--- src/rtl/menu_multicampo.sv ---
// Multi-field menu selector: FIELDS independent option indices stepped by left/right arrows.
// Optional auto-repeat on a held arrow is built when MENU_AUTOREPEAT_EN is defined.
module menu_multicampo #(
    parameter int                                  FIELDS        = 6,
    parameter int                                  MAX_OPTS      = 16,
    // Field 0 occupies the least significant byte.
    parameter logic [FIELDS*8-1:0]                 OPTS          = {8'd4, 8'd2, 8'd4, 8'd3, 8'd16, 8'd3},
    parameter logic [FIELDS*$clog2(MAX_OPTS)-1:0]  DEFAULTS      = '0,
    parameter logic [FIELDS-1:0]                   WRAP_MASK     = 6'b001010,
    parameter int                                  HOLD_DELAY    = 50_000_000,
    parameter int                                  REPEAT_PERIOD = 10_000_000,
    localparam int                                 IDX_W         = $clog2(MAX_OPTS),
    localparam int                                 SEL_W         = (FIELDS > 1) ? $clog2(FIELDS) : 1
) (
    input  logic                      clock,
    input  logic                      reset,
    input  logic                      right_arrow_pressed,
    input  logic                      left_arrow_pressed,
    input  logic [SEL_W-1:0]          menu_sel,
    input  logic                      load_initial,
    input  logic                      lock,
    output logic [FIELDS*IDX_W-1:0]   valores,
    output logic [IDX_W-1:0]          valor_sel,
    output logic                      mudou,
    output logic                      no_limite
);

    logic [IDX_W-1:0] idx_q    [FIELDS];
    logic [IDX_W-1:0] idx_d    [FIELDS];
    logic [IDX_W-1:0] dflt     [FIELDS];
    logic [IDX_W-1:0] last_idx [FIELDS];
    logic [FIELDS-1:0] sel_hit;

    logic right_prev_q, right_prev_d;
    logic left_prev_q, left_prev_d;
    logic edge_r, edge_l;
    logic rep_r, rep_l;
    logic step_r, step_l;

    logic [IDX_W-1:0] valor_sel_q, valor_sel_d, valor_sel_rst;
    logic             mudou_q, mudou_d;
    logic             any_change;

    if (REPEAT_PERIOD < 1 || REPEAT_PERIOD > HOLD_DELAY) begin : g_bad_timing
        $error("menu_multicampo: REPEAT_PERIOD=%0d must be in 1..HOLD_DELAY=%0d",
               REPEAT_PERIOD, HOLD_DELAY);
    end

    for (genvar gi = 0; gi < FIELDS; gi++) begin : g_field
        localparam int N = int'(OPTS[8*gi +: 8]);
        localparam int D = int'(DEFAULTS[IDX_W*gi +: IDX_W]);

        if (N < 2 || N > MAX_OPTS) begin : g_bad_opts
            $error("menu_multicampo: field %0d option count %0d out of range", gi, N);
        end
        if (D >= N) begin : g_bad_default
            $error("menu_multicampo: field %0d default %0d not below count %0d", gi, D, N);
        end

        assign last_idx[gi] = IDX_W'(N - 1);
        assign dflt[gi]     = (D >= N) ? IDX_W'(N - 1) : IDX_W'(D);
        assign sel_hit[gi]  = (int'(menu_sel) == gi);
        assign valores[IDX_W*gi +: IDX_W] = idx_q[gi];
    end

    // The edge registers follow the arrow level even during reset, so an arrow
    // held through reset is not mistaken for a fresh press afterwards.
    assign right_prev_d = right_arrow_pressed;
    assign left_prev_d  = left_arrow_pressed;
    assign edge_r       = right_arrow_pressed & ~right_prev_q;
    assign edge_l       = left_arrow_pressed & ~left_prev_q;

`ifdef MENU_AUTOREPEAT_EN
    localparam int CNT_W = $clog2(HOLD_DELAY + 1);

    logic [CNT_W-1:0] hold_cnt_q, hold_cnt_d;
    logic [SEL_W-1:0] rep_sel_q, rep_sel_d;
    logic             rep_fire;

    always_comb begin
        hold_cnt_d = '0;
        rep_fire   = 1'b0;
        rep_sel_d  = menu_sel;
        if ((right_arrow_pressed ^ left_arrow_pressed) && !lock && (menu_sel == rep_sel_q)) begin
            if (hold_cnt_q == CNT_W'(HOLD_DELAY)) begin
                rep_fire   = 1'b1;
                hold_cnt_d = CNT_W'(HOLD_DELAY - REPEAT_PERIOD + 1);
            end else begin
                hold_cnt_d = hold_cnt_q + CNT_W'(1);
            end
        end
    end

    always_ff @(posedge clock) begin
        if (!reset) begin
            hold_cnt_q <= '0;
            rep_sel_q  <= menu_sel;
        end else begin
            hold_cnt_q <= hold_cnt_d;
            rep_sel_q  <= rep_sel_d;
        end
    end

    assign rep_r = rep_fire & right_arrow_pressed;
    assign rep_l = rep_fire & left_arrow_pressed;
`else
    assign rep_r = 1'b0;
    assign rep_l = 1'b0;
`endif

    always_comb begin
        step_r = (edge_r | rep_r) & ~(edge_l | rep_l);
        step_l = (edge_l | rep_l) & ~(edge_r | rep_r);
    end

    always_comb begin
        any_change    = 1'b0;
        valor_sel_d   = '0;
        valor_sel_rst = '0;
        no_limite     = 1'b0;
        for (int f = 0; f < FIELDS; f++) begin
            idx_d[f] = idx_q[f];
            if (load_initial) begin
                idx_d[f] = dflt[f];
            end else if (!lock && sel_hit[f]) begin
                if (step_r) begin
                    if (idx_q[f] != last_idx[f]) begin
                        idx_d[f] = idx_q[f] + IDX_W'(1);
                    end else if (WRAP_MASK[f]) begin
                        idx_d[f] = '0;
                    end
                end else if (step_l) begin
                    if (idx_q[f] != '0) begin
                        idx_d[f] = idx_q[f] - IDX_W'(1);
                    end else if (WRAP_MASK[f]) begin
                        idx_d[f] = last_idx[f];
                    end
                end
            end
            if (idx_d[f] != idx_q[f]) begin
                any_change = 1'b1;
            end
            if (sel_hit[f]) begin
                valor_sel_d   = idx_d[f];
                valor_sel_rst = dflt[f];
                if (!WRAP_MASK[f] && (idx_q[f] == '0 || idx_q[f] == last_idx[f])) begin
                    no_limite = 1'b1;
                end
            end
        end
        mudou_d = any_change;
    end

    always_ff @(posedge clock) begin
        right_prev_q <= right_prev_d;
        left_prev_q  <= left_prev_d;
        if (!reset) begin
            for (int f = 0; f < FIELDS; f++) begin
                idx_q[f] <= dflt[f];
            end
            valor_sel_q <= valor_sel_rst;
            mudou_q     <= 1'b0;
        end else begin
            for (int f = 0; f < FIELDS; f++) begin
                idx_q[f] <= idx_d[f];
            end
            valor_sel_q <= valor_sel_d;
            mudou_q     <= mudou_d;
        end
    end

    assign valor_sel = valor_sel_q;
    assign mudou     = mudou_q;

endmodule
--- config.mk ---
export PLATFORM = sky130hd
export DESIGN_NAME = menu_multicampo
export DESIGN_NICKNAME = d
export VERILOG_FILES = /design/src/rtl/menu_multicampo.sv
export SDC_FILE = /design/constraint.sdc
export NUM_CORES = 1
export LEC_CHECK = 0
export CAP_MARGIN = 20
export CORE_MARGIN = 3
export CORE_UTILIZATION = 52
export DETAILED_ROUTE_END_ITERATION = 16
export GPL_ROUTABILITY_DRIVEN = 0
export PLACE_DENSITY = 0.89
export SLEW_MARGIN = 5
export SYNTH_ARGS = -nofsm -noshare
export SYNTH_HDL_FRONTEND = slang
export SYNTH_SLANG_ARGS = --single-unit
--- constraint.sdc ---
create_clock -name clock -period 2.15 [get_ports clock]
set_input_delay 0.43 -clock clock [delete_from_list [all_inputs] [get_ports clock]]
set_output_delay 0.43 -clock clock [all_outputs]
set_load 0.02 [all_outputs]
==> run metrics, run 1 <==
status=stopped before the end; Halt Stage=5_1_grt; Err=[ERROR GRT-0232] Routing congestion too high. Check the congestion heatmap in the GUI.; CTS H-Tree Depth=2; Ys Warns=0; I/O Buffers=38; Synth Area in Compound Gates=0.2921; count leader, synth=nor2_1; xor and xnor area share after synthesis=0.01878; Inserted Clock Buffers=5; async set-reset flop share out of synthesis=0; Die X=85.23 um; Post-DP HPWL=11660 um; Mapped Area=3264 um^2; flops & latches, synth=31; GR Overflow Total=76; fraction of synthesized area in multiplexers=0.02185; IO Count=39; Area contributors post-synth=dfxtp_1 19%, ha_1 6.9%, a21oi_1 4.8%; Simple-Gate Fraction of Synth Area=0.3254; Commonest cells post-synth=39 x nor2_1, 31 x a21oi_1, 31 x dfxtp_1, 31 x nor3_1, 27 x inv_1; combinational family with the most area after synthesis=simple AND/OR/NAND/NOR gates; register area share after synthesis=0.1901; most common flop cell mapped by yosys=dfxtp_1; Post-Synth Adder-Cell Area=0.06899; Placement Rows=28; clock root cell=clkbuf_8; Synth top area share=0.1901; GR Util All Layers=0.7809; area leader, netlist=dfxtp_1; Syn Inst Count=450; initial core utilization=0.5449; Sink Count=31; Distinct cells, synth=79; Post-synth EDFFs=0; syn avg cell area=7.254 um^2; syn_nets=477; Max Buffers Root-to-Sink=2; Die Height=85.23 um; largest net degree at the start of global routing=18
-- what timing repair did --
| item | CTS |
|---|---|
| buffers inserted | 25 |
| hold buffers | 0 |
| endpoints found under the setup margin | 23 |
| gates resized for setup | 95 |
| cloned | 0 |
| pin swaps | 38 |
-- layer usage --
metal,global-route usage,GRT overflow
met4,0.8129,48
met1,0.7943,0
met5,0.3147,0
met3,0.6136,1
met2,0.9181,27
-- cell families after synthesis --
logic type,after synthesis
and+or+nand+nor,188
AOI/OAI and AO/OA,137
buffers and inverters,62
DFF,31
adders and majority gates,18
xor gates and xnor gates,7
muxes,7
-- metrics by stage --
| step | instances | worst slack, ns | hold slack, ns | TNS (ns) | area, um^2 |
|---|---|---|---|---|---|
| floorplan | 450 | -0.004800 | 0.4577 | -0.008408 | 3368 |
| global placement | 671 | -0.7443 | 0.6179 | -10.15 | 4743 |
| detailed placement | 671 | -0.8857 | 0.6681 | -12.74 | 4743 |
| CTS | 704 | -0.1549 | 0.3101 | -0.3135 | 5314 |
==> run 2, diff against run 1 <==
CORE_UTILIZATION = 40   (was 52)
PLACE_DENSITY = not set   (was 0.89)
PLACE_DENSITY_LB_ADDON = 0.15   (was not set)
clock period = 2.8 ns   (was 2.15 ns; I/O delays follow)
==> run metrics, run 2 <==
final setup fails=0; CTS hold repair buffers=0 (unchanged); Final Hold Vio Count=0; CTS H-Tree Depth=2 (unchanged); Clock Skew=0.006453 ns; Synth top area share=0.1901 (unchanged); wire per inst=19.31 um; FMAX=0.3608 GHz; Hold Path Depth=2; Rel. slew slack=0.6233; Worst-path clk slew=0.08 ns; count leader, synth=nor2_1; max cap viols=0; vias in the first global route=3881; area leader, netlist=dfxtp_1; Reg2Reg Depth=10; fin nets=599; Die Height=96.34 um (+13%); CP max FO=8; Area Growth Syn to Fin=42.39%; IO Count=39 (unchanged); Biggest register=idx_q; Ys Warns=0 (unchanged); Via density=6.324; initial core utilization=0.4181 (-0.1268); Crit path arrival time=2.96 ns; Inserted Clock Buffers=5 (unchanged); Distinct cells, synth=79 (unchanged); dpl ws=-0.3365 ns (+0.5492 ns); flops & latches, synth=31 (unchanged); status=finished, final reports clean; Hold Path Sink=idx_q[5][3]; initial antenna violation count=1; Placement Cell Area=4471 um^2 (-5.8%); slowest cell delay on critical path=0.43 ns; post-route design area=4648 um^2; Placement Rows=32 (+14%); DR DRC count=0; share of cells above drive strength 1=0.2461; Setup crit end kind=flip-flop; fin util=0.5954; cell mode on critical path=a21oi_1; Tcrit/Tclk final=0.9898; Min Clock Period, post-route=2.771 ns; Commonest cells post-synth=39 x nor2_1, 31 x a21oi_1, 31 x dfxtp_1, 31 x nor3_1, 27 x inv_1; async set-reset flop share out of synthesis=0 (unchanged); largest net degree at the start of global routing=18; vias=4269; startpoint types=input port; power per cell area=252.8 nW/um^2; most common cell after layout, fill and taps aside=buf_4; Post-DP HPWL=9942 um (-15%); initial drt markers=506; Area contributors post-synth=dfxtp_1 19%, ha_1 6.9%, a21oi_1 4.8%; Post-synth EDFFs=0 (unchanged); R2R Path End=mudou; Max VDD drop=0.0001949 V; clock root cell=clkbuf_8; I/O Buffers=38 (unchanged); Worst R2R Setup Slack=0.15 ns; Critical R2R Launch=idx_q[2][0]; CTS tree=yes; Worst Path Required=2.99 ns; PnR worst setup slack=0.02865 ns; Max Buffers Root-to-Sink=2 (unchanged); DRT Pass-1 Iters=5; Largest register FFs=24; Syn Inst Count=450 (unchanged); GR Util All Layers=0.2835; P_leak=1.807 nW; GR Overflow Total=0; hold path startpoint=idx_q[5][3]; wirelength, routed=13040 um; filler cell count=749; worst-margin pin slew=0.5562 ns; Detail Route Antenna Nets=0; Antenna diodes=0; Mapped Area=3264 um^2 (unchanged); most common flop cell mapped by yosys=dfxtp_1; CP Class=input port to flip-flop; syn_nets=477 (unchanged); Clock Latency Late Sink=0.30 ns; TNS Setup=0 ns; first-pass GRT wire length=20070 um; Sink Count=31 (unchanged); fin. max-slew vios=0; crit path cell chain=clkdlybuf4s50_1 > and2b_2 > nand2_1 > buf_4 > a21oi_1 > a21oi_1 > nand4_1 > or4_1 > o41a_1; commonest non-fill, non-tap cells in the layout=106 x buf_4, 39 x nor2_1, 36 x clkdlybuf4s50_1; Die X=96.34 um (+13%); Min-Delay Path Class=flip-flop to flip-flop; register area share after synthesis=0.1901 (unchanged); crit path max-delay cell type=clkdlybuf4s50_1; syn avg cell area=7.254 um^2 (unchanged); die area=9280 um^2; Core ar.=7807 um^2
-- run 2: cell type report --
type / count / area (um^2) / area share
tap: 102 / 127.6 / 0.02746
clock buffer: 7 / 96.34 / 0.02073
multi-input combinational: 357 / 2421 / 0.5209
clock inverter: 1 / 7.507 / 0.001615
timing repair buffer: 149 / 1270 / 0.2732
sequential: 31 / 620.6 / 0.1335
inverter: 28 / 105.1 / 0.02261
-- run 2: logic make-up (layout without fill, tap and decap cells) --
logic type	after synthesis	after routing	share of synthesized area
compound gates	137	137	0.2921
fa+ha+maj	18	18	0.06899
buf+inv	62	185	0.08279
xor+xnor	7	7	0.01878
flops	31	31	0.1901
mux	7	7	0.02185
simple gates	188	188	0.3254
-- run 2: timing repair --
item	CTS	global route
buffers inserted	1	2
pin swaps	1	2
setup endpoints to repair	3	6
cloned	0	0
gates resized for setup	3	9
-- run 2: metrics by stage --
| step | power, mW | instances | hold slack (ns) |
|---|---|---|---|
| 5_1_grt | 1.212 | 675 | 0.7264 |
| 3_3_place_gp | 0.7406 | 664 | 0.6501 |
| 6_report | 1.175 | 675 | 0.6615 |
| 4_1_cts | 1.170 | 673 | 0.6638 |
| 3_5_place_dp | 0.7411 | 664 | 0.6495 |
| 2_1_floorplan | 0.6014 | 450 | 0.5877 |
-- run 2: routing by layer --
metal,global-route usage,share of wire
met5,0.02381,0.0012
met4,0.1390,0.038
met3,0.06099,0.094
met2,0.4370,0.46
met1,0.3703,0.41
-- run 2: worst max-delay path: cells and delay by family --
family	cells	cell delay (ns)
simple gates	4	0.98
compound gates	3	0.78
buf+inv	2	0.62
-- run 2: how the worst max path moves through the flow --
stage,from,end,slack [ns],cells past startpoint
2_1_floorplan,idx_q[4][1],mudou,0.34,8
3_3_place_gp,right_arrow_pressed,valor_sel[0],-0.33,9
3_5_place_dp,left_arrow_pressed,valor_sel[2],-0.34,9
4_1_cts,right_arrow_pressed,valor_sel[3],0.02,9
5_1_grt,menu_sel[1],valor_sel[2],-0.008,11
6_report,right_arrow_pressed,mudou,0.03,9
-- run 2: power breakdown --
part	internal, mW	leakage [nW]	total (mW)	switching [mW]
clock	0.224	0.0505	0.430	0.206
sequential	0.447	0.251	0.451	0.00383
combinational	0.131	1.51	0.295	0.164
No activity file was read; power rests on OpenSTA's default activity.
==> run 3, diff against run 2 <==
CAP_MARGIN = not set   (was 20)
CORE_MARGIN = not set   (was 3)
==> run metrics, run 3 (same netlist as run 2, synthesis figures left out) <==
status=finished, final reports clean; Worst-path clk slew=0.08 ns (about the same); wire per inst=19.86 um (+2.8%); Biggest register=idx_q; Setup crit end kind=flip-flop; Inserted Clock Buffers=5 (unchanged); GR Util met2=0.5179 (+0.08087); clock root cell=clkbuf_8; final setup fails=0 (unchanged); Most Crowded Layer GR=met2; Largest register FFs=24 (unchanged); I/O Buffers=38 (unchanged); Die X=92.34 um (-4.2%); post-route design area=4727 um^2 (+1.7%); Tcrit/Tclk final=0.9792 (-0.01056); IO Count=39 (unchanged); Max Buffers Root-to-Sink=2 (unchanged); Placement Rows=32 (unchanged); DRT Pass-1 Iters=5 (unchanged); vias=4328 (+1.4%); Final Hold Vio Count=0 (unchanged); Total Power=1.251 mW (+6.4%); Sink Count=31 (unchanged); CTS tree=yes; P_leak=1.868 nW (+3.4%); Die Height=92.34 um (-4.2%); cell count after placement=676 (+1.8%); startpoint types=input port; met3 Use GR=0.05583 (-0.005156); GR Util All Layers=0.3271 (+0.04362); CP Class=input port to flip-flop; Worst Hold Slack=0.6613 ns (-0.0001720 ns); Rel. slew slack=0.6077 (-0.01557); Max VDD drop=0.0001862 V (-4.5%); met1 Use GR=0.4233 (+0.05299); Hold Path Sink=idx_q[5][3]; max cap viols=0 (unchanged); GR Overflow Total=0 (unchanged); most common cell after layout, fill and taps aside=buf_4; Clock Latency Late Sink=0.31 ns (about the same); Min-Delay Path Class=flip-flop to flip-flop; Post-DP HPWL=10400 um (+4.6%); fin. max-slew vios=0 (unchanged); Worst Path Required=3.00 ns (about the same); fin nets=610 (+1.8%); Core ar.=7807 um^2 (unchanged); Clock Skew=0.01144 ns (+0.004984 ns); CTS hold repair buffers=0 (unchanged); Worst R2R Setup Slack=0.11 ns (-0.04 ns); R2R Path End=mudou; FMAX=0.3647 GHz (+1.1%); share of cells above drive strength 1=0.2688 (+0.02276); first-pass GRT wire length=21610 um (+7.7%); Crit path arrival time=2.94 ns (-0.02 ns); Finished Layout Cells=686 (+1.6%); wirelength, routed=13620 um (+4.5%); commonest non-fill, non-tap cells in the layout=120 x buf_4, 39 x nor2_1, 36 x clkdlybuf4s50_1; DR DRC count=0 (unchanged); Via density=6.309 (-0.24%); Critical R2R Launch=idx_q[2][0]; CTS H-Tree Depth=2 (unchanged); largest net degree at the start of global routing=17 (-1); Area Growth Syn to Fin=44.81%; initial drt markers=539 (+6.5%); worst-margin pin slew=0.5736 ns (+0.01731 ns); power per cell area=264.6 nW/um^2 (+4.7%); Placement Cell Area=4536 um^2 (+1.5%); hold path startpoint=idx_q[5][3]; Reg2Reg Depth=10 (unchanged); initial core utilization=0.4181 (unchanged); die area=8526 um^2 (-8.1%); CP max FO=7 (-1); Antenna diodes=0 (unchanged); Min Clock Period, post-route=2.742 ns (-0.02956 ns); initial antenna violation count=0 (-1); vias in the first global route=4112 (+6.0%); Hold Path Depth=2 (unchanged); Detail Route Antenna Nets=0 (unchanged)
[run 3: cell count changes in the layout (fill, tap and decap cells not counted), sizes merged]
cell,delta
dlymetal6s2s,+1
bufinv,+1
clkbuf,-1
clkinv,+1
clkinvlp,-1
buf,+11
dlygate4sd2,-1
[run 3: worst max-delay path, stage by stage]
cell and delay [ns]:
clkdlybuf4s50_1 0.40, buf_4 0.17, buf_4 0.15, or4b_1 0.54
buf_4 0.17, a21oi_2 0.19, nor2_1 0.08, a2111oi_0 0.43
and4b_1 0.25
[run 3: report_power, final]
part / leakage, nW / switching [mW] / internal [mW]
Sequential: 0.251 / 0.00372 / 0.447
Clock: 0.0612 / 0.208 / 0.288
Combinational: 1.56 / 0.168 / 0.136
[run 3: through the flow]
step,setup TNS (ns),worst slack [ns],util
floorplan,0,0.3370,-
global placement,-1.479,-0.3096,0.5809
detailed placement,-1.615,-0.3594,0.5809
CTS,0,0.003699,0.5965
global route,-0.009687,-0.009687,0.6054
finish,0,0.05821,0.6054
[run 3: how the worst max path moves through the flow]
stage	start	to	slack (ns)	cells past startpoint
detailed placement	left_arrow_pressed	valor_sel[1]	-0.36	9
CTS	menu_sel[1]	no_limite	0.004	7
global placement	left_arrow_pressed	valor_sel[1]	-0.31	9
floorplan	idx_q[4][1]	mudou	0.34	8
finish	menu_sel[2]	valor_sel[1]	0.06	9
global route	left_arrow_pressed	valor_sel[1]	-0.01	10
[run 3: per-layer routing]
layer / up-vias / routed length, um
li1: 1968 / -
met1: 2038 / 5563
met5: - / 0
met2: 269 / 6286
met4: 0 / 559
met3: 53 / 1214
[run 3: what timing repair did]
action                     in CTS  in global routing
gates resized for setup         2                 17
setup endpoints to repair       2                  5
gates cloned                    0                  0
buffers inserted                0                  2
[run 3: final cells by class]
| type | count | area, um^2 |
|---|---|---|
| Tap cell | 102 | 127.6 |
| Clock inverter | 2 | 35.03 |
| Fill cell | 711 | 3080 |
| Multi-Input combinational cell | 357 | 2437 |
| Sequential cell | 31 | 620.6 |
| Inverter | 28 | 105.1 |
| Timing Repair Buffer | 160 | 1319 |
| Clock buffer | 6 | 82.58 |
==> run 4, diff against run 3 <==
CORE_ASPECT_RATIO = 0.9   (was not set)
CORE_UTILIZATION = 52   (was 40)
==> run metrics, run 4 (same netlist as run 2, synthesis figures left out) <==
CP max FO=8 (+1); Die Height=77.17 um (-16%); Worst R2R Setup Slack=0.10 ns (about the same); worst-margin pin slew=0.5472 ns (-0.02633 ns); TNS Setup=0 ns (unchanged); GR Overflow Total=0 (unchanged); wirelength, routed=13140 um (-3.5%); fin nets=582 (-4.6%); CTS tree=yes; first-pass GRT wire length=20740 um (-4.0%); startpoint types=input port; I/O Buffers=38 (unchanged); Storage cell area=620.6 um^2 (unchanged); Die X=85.52 um (-7.4%); max cap viols=0 (unchanged); Final Hold Vio Count=0 (unchanged); Max Buffers Root-to-Sink=2 (unchanged); CP Class=input port to flip-flop; FMAX=0.3630 GHz (-0.48%); crit path max-delay cell type=clkdlybuf4s50_1; clock root cell=clkbuf_8; Crit path arrival time=2.93 ns (about the same); Antenna diodes=0 (unchanged); die area=6599 um^2 (-23%); Tcrit/Tclk final=0.9840 (+0.004745); Sink Count=31 (unchanged); Min-Delay Path Class=flip-flop to flip-flop; power per cell area=259.6 nW/um^2 (-1.9%); wire per inst=20.93 um (+5.4%); Placement Rows=27 (-16%); Finished Layout Cells=628 (-8.5%); vias=4322 (-0.14%); cell mode on critical path=buf_4; Core ar.=6081 um^2 (-22%); Clock Latency Late Sink=0.29 ns (-0.02 ns); Clock Skew=0.002473 ns (-0.008964 ns); filler cell count=482 (-32%); slowest cell delay on critical path=0.55 ns (about the same); Post-DP HPWL=9696 um (-6.7%); Inserted Clock Buffers=5 (unchanged); Largest register FFs=24 (unchanged); initial drt markers=717 (+33%); initial antenna violation count=0 (unchanged); Via density=6.882 (+9.1%); commonest non-fill, non-tap cells in the layout=93 x buf_4, 39 x nor2_1, 36 x clkdlybuf4s50_1; crit path cell chain=clkdlybuf4s50_1 > buf_4 > nor2_1 > buf_4 > nand3_1 > a21oi_2 > xnor2_1 > nor3_1 > o21ai_1 > a221oi_1; IO Count=39 (unchanged); Top delay family on crit path=buffers and inverters; Area Growth Syn to Fin=35.72%; CTS H-Tree Depth=2 (unchanged); initial core utilization=0.5368 (+0.1187); CTS hold repair buffers=0 (unchanged); largest net degree at the start of global routing=20 (+3); status=finished, final reports clean; Worst-path clk slew=0.07 ns (about the same); Max VDD drop=0.0002135 V (+15%); RSZ-0062 raised after global routing=yes; cell count after placement=620 (-8.3%); Min Clock Period, post-route=2.755 ns (+0.01329 ns); area taken by multi-input logic gates=2419 um^2 (-0.77%); most common cell after layout, fill and taps aside=buf_4; P_leak=1.710 nW (-8.5%); CP Buf/Inv Count=3 (-1); DR DRC count=0 (unchanged); Worst Hold Slack=0.6355 ns (-0.02576 ns); GR Util All Layers=0.4014 (+0.07431); final setup fails=0 (unchanged); share of cells above drive strength 1=0.2248 (-0.04402); Detail Route Antenna Nets=0 (unchanged); Rel. slew slack=0.6347 (+0.02694); post-CTS setup buffers=0 (unchanged); fin. max-slew vios=0 (unchanged); Setup crit end kind=flip-flop; Biggest register=idx_q; vias in the first global route=3975 (-3.3%); Worst Path Required=2.98 ns (-0.02 ns); DRT Pass-1 Iters=10 (+5)
[run 4: changes by cell type in the layout (fill, tap and decap cells not counted), moves of 2 or more]
| cell | change |
|---|---|
| o21ai_0 | -3 |
| buf_4 | -27 |
| o21ai_1 | +3 |
| nor4b_2 | -2 |
[run 4: area by class of cell]
| class | count | area share |
|---|---|---|
| Multi-Input combinational cell | 357 | 0.5459 |
| Timing Repair Buffer | 132 | 0.2474 |
| Sequential cell | 31 | 0.1401 |
| Inverter | 28 | 0.02372 |
| Clock buffer | 8 | 0.02259 |
| Tap cell | 72 | 0.02033 |
[run 4: where the power goes]
| part | switching [mW] | internal [mW] | total, mW |
|---|---|---|---|
| registers | 0.00444 | 0.447 | 0.451 |
| logic | 0.166 | 0.118 | 0.284 |
| clock network | 0.189 | 0.225 | 0.414 |
| total | 0.360 | 0.790 | 1.15 |
[run 4: timing repair]
action                     in CTS  in global routing
pin swaps                       0                  3
resized for setup               3                 14
setup endpoints to repair       2                  5
[run 4: final timing paths]
path / start / depth (start not counted) / endpoint
setup / recovery: lock / 10 / valor_sel[2]
hold / removal: idx_q[5][3] / 2 / idx_q[5][3]
setup reg to reg: idx_q[2][0] / 10 / mudou
hold reg to reg: idx_q[5][3] / 2 / idx_q[5][3]
[run 4: tightest hold or removal path, stage by stage, from the launching register on]
cell,delay [ns]
dfxtp_1,0.35
a21oi_1,0.17
nor3_1,0.08
[run 4: per-layer routing]
layer | global-route usage | routed length (um) | share of wire
met5 | 0 | 0 | 0
met2 | 0.5880 | 5277 | 0.40
met1 | 0.5516 | 5093 | 0.39
met4 | 0.1683 | 718 | 0.055
met3 | 0.1055 | 2052 | 0.16
[run 4: stage by stage]
| stage | power (mW) | cell area, um^2 | setup slack (ns) | utilization |
|---|---|---|---|---|
| final | 1.150 | 4431 | 0.04492 | 0.7286 |
| after global routing | 1.186 | 4431 | -0.02741 | 0.7286 |
| after CTS | 1.135 | 4392 | 0.01414 | 0.7222 |
| after detailed placement | 0.7302 | 4290 | -0.3217 | 0.7056 |
| after global placement | 0.7267 | 4290 | -0.2788 | 0.7056 |
| after floorplan | 0.6014 | 3264 | 0.3370 | - |
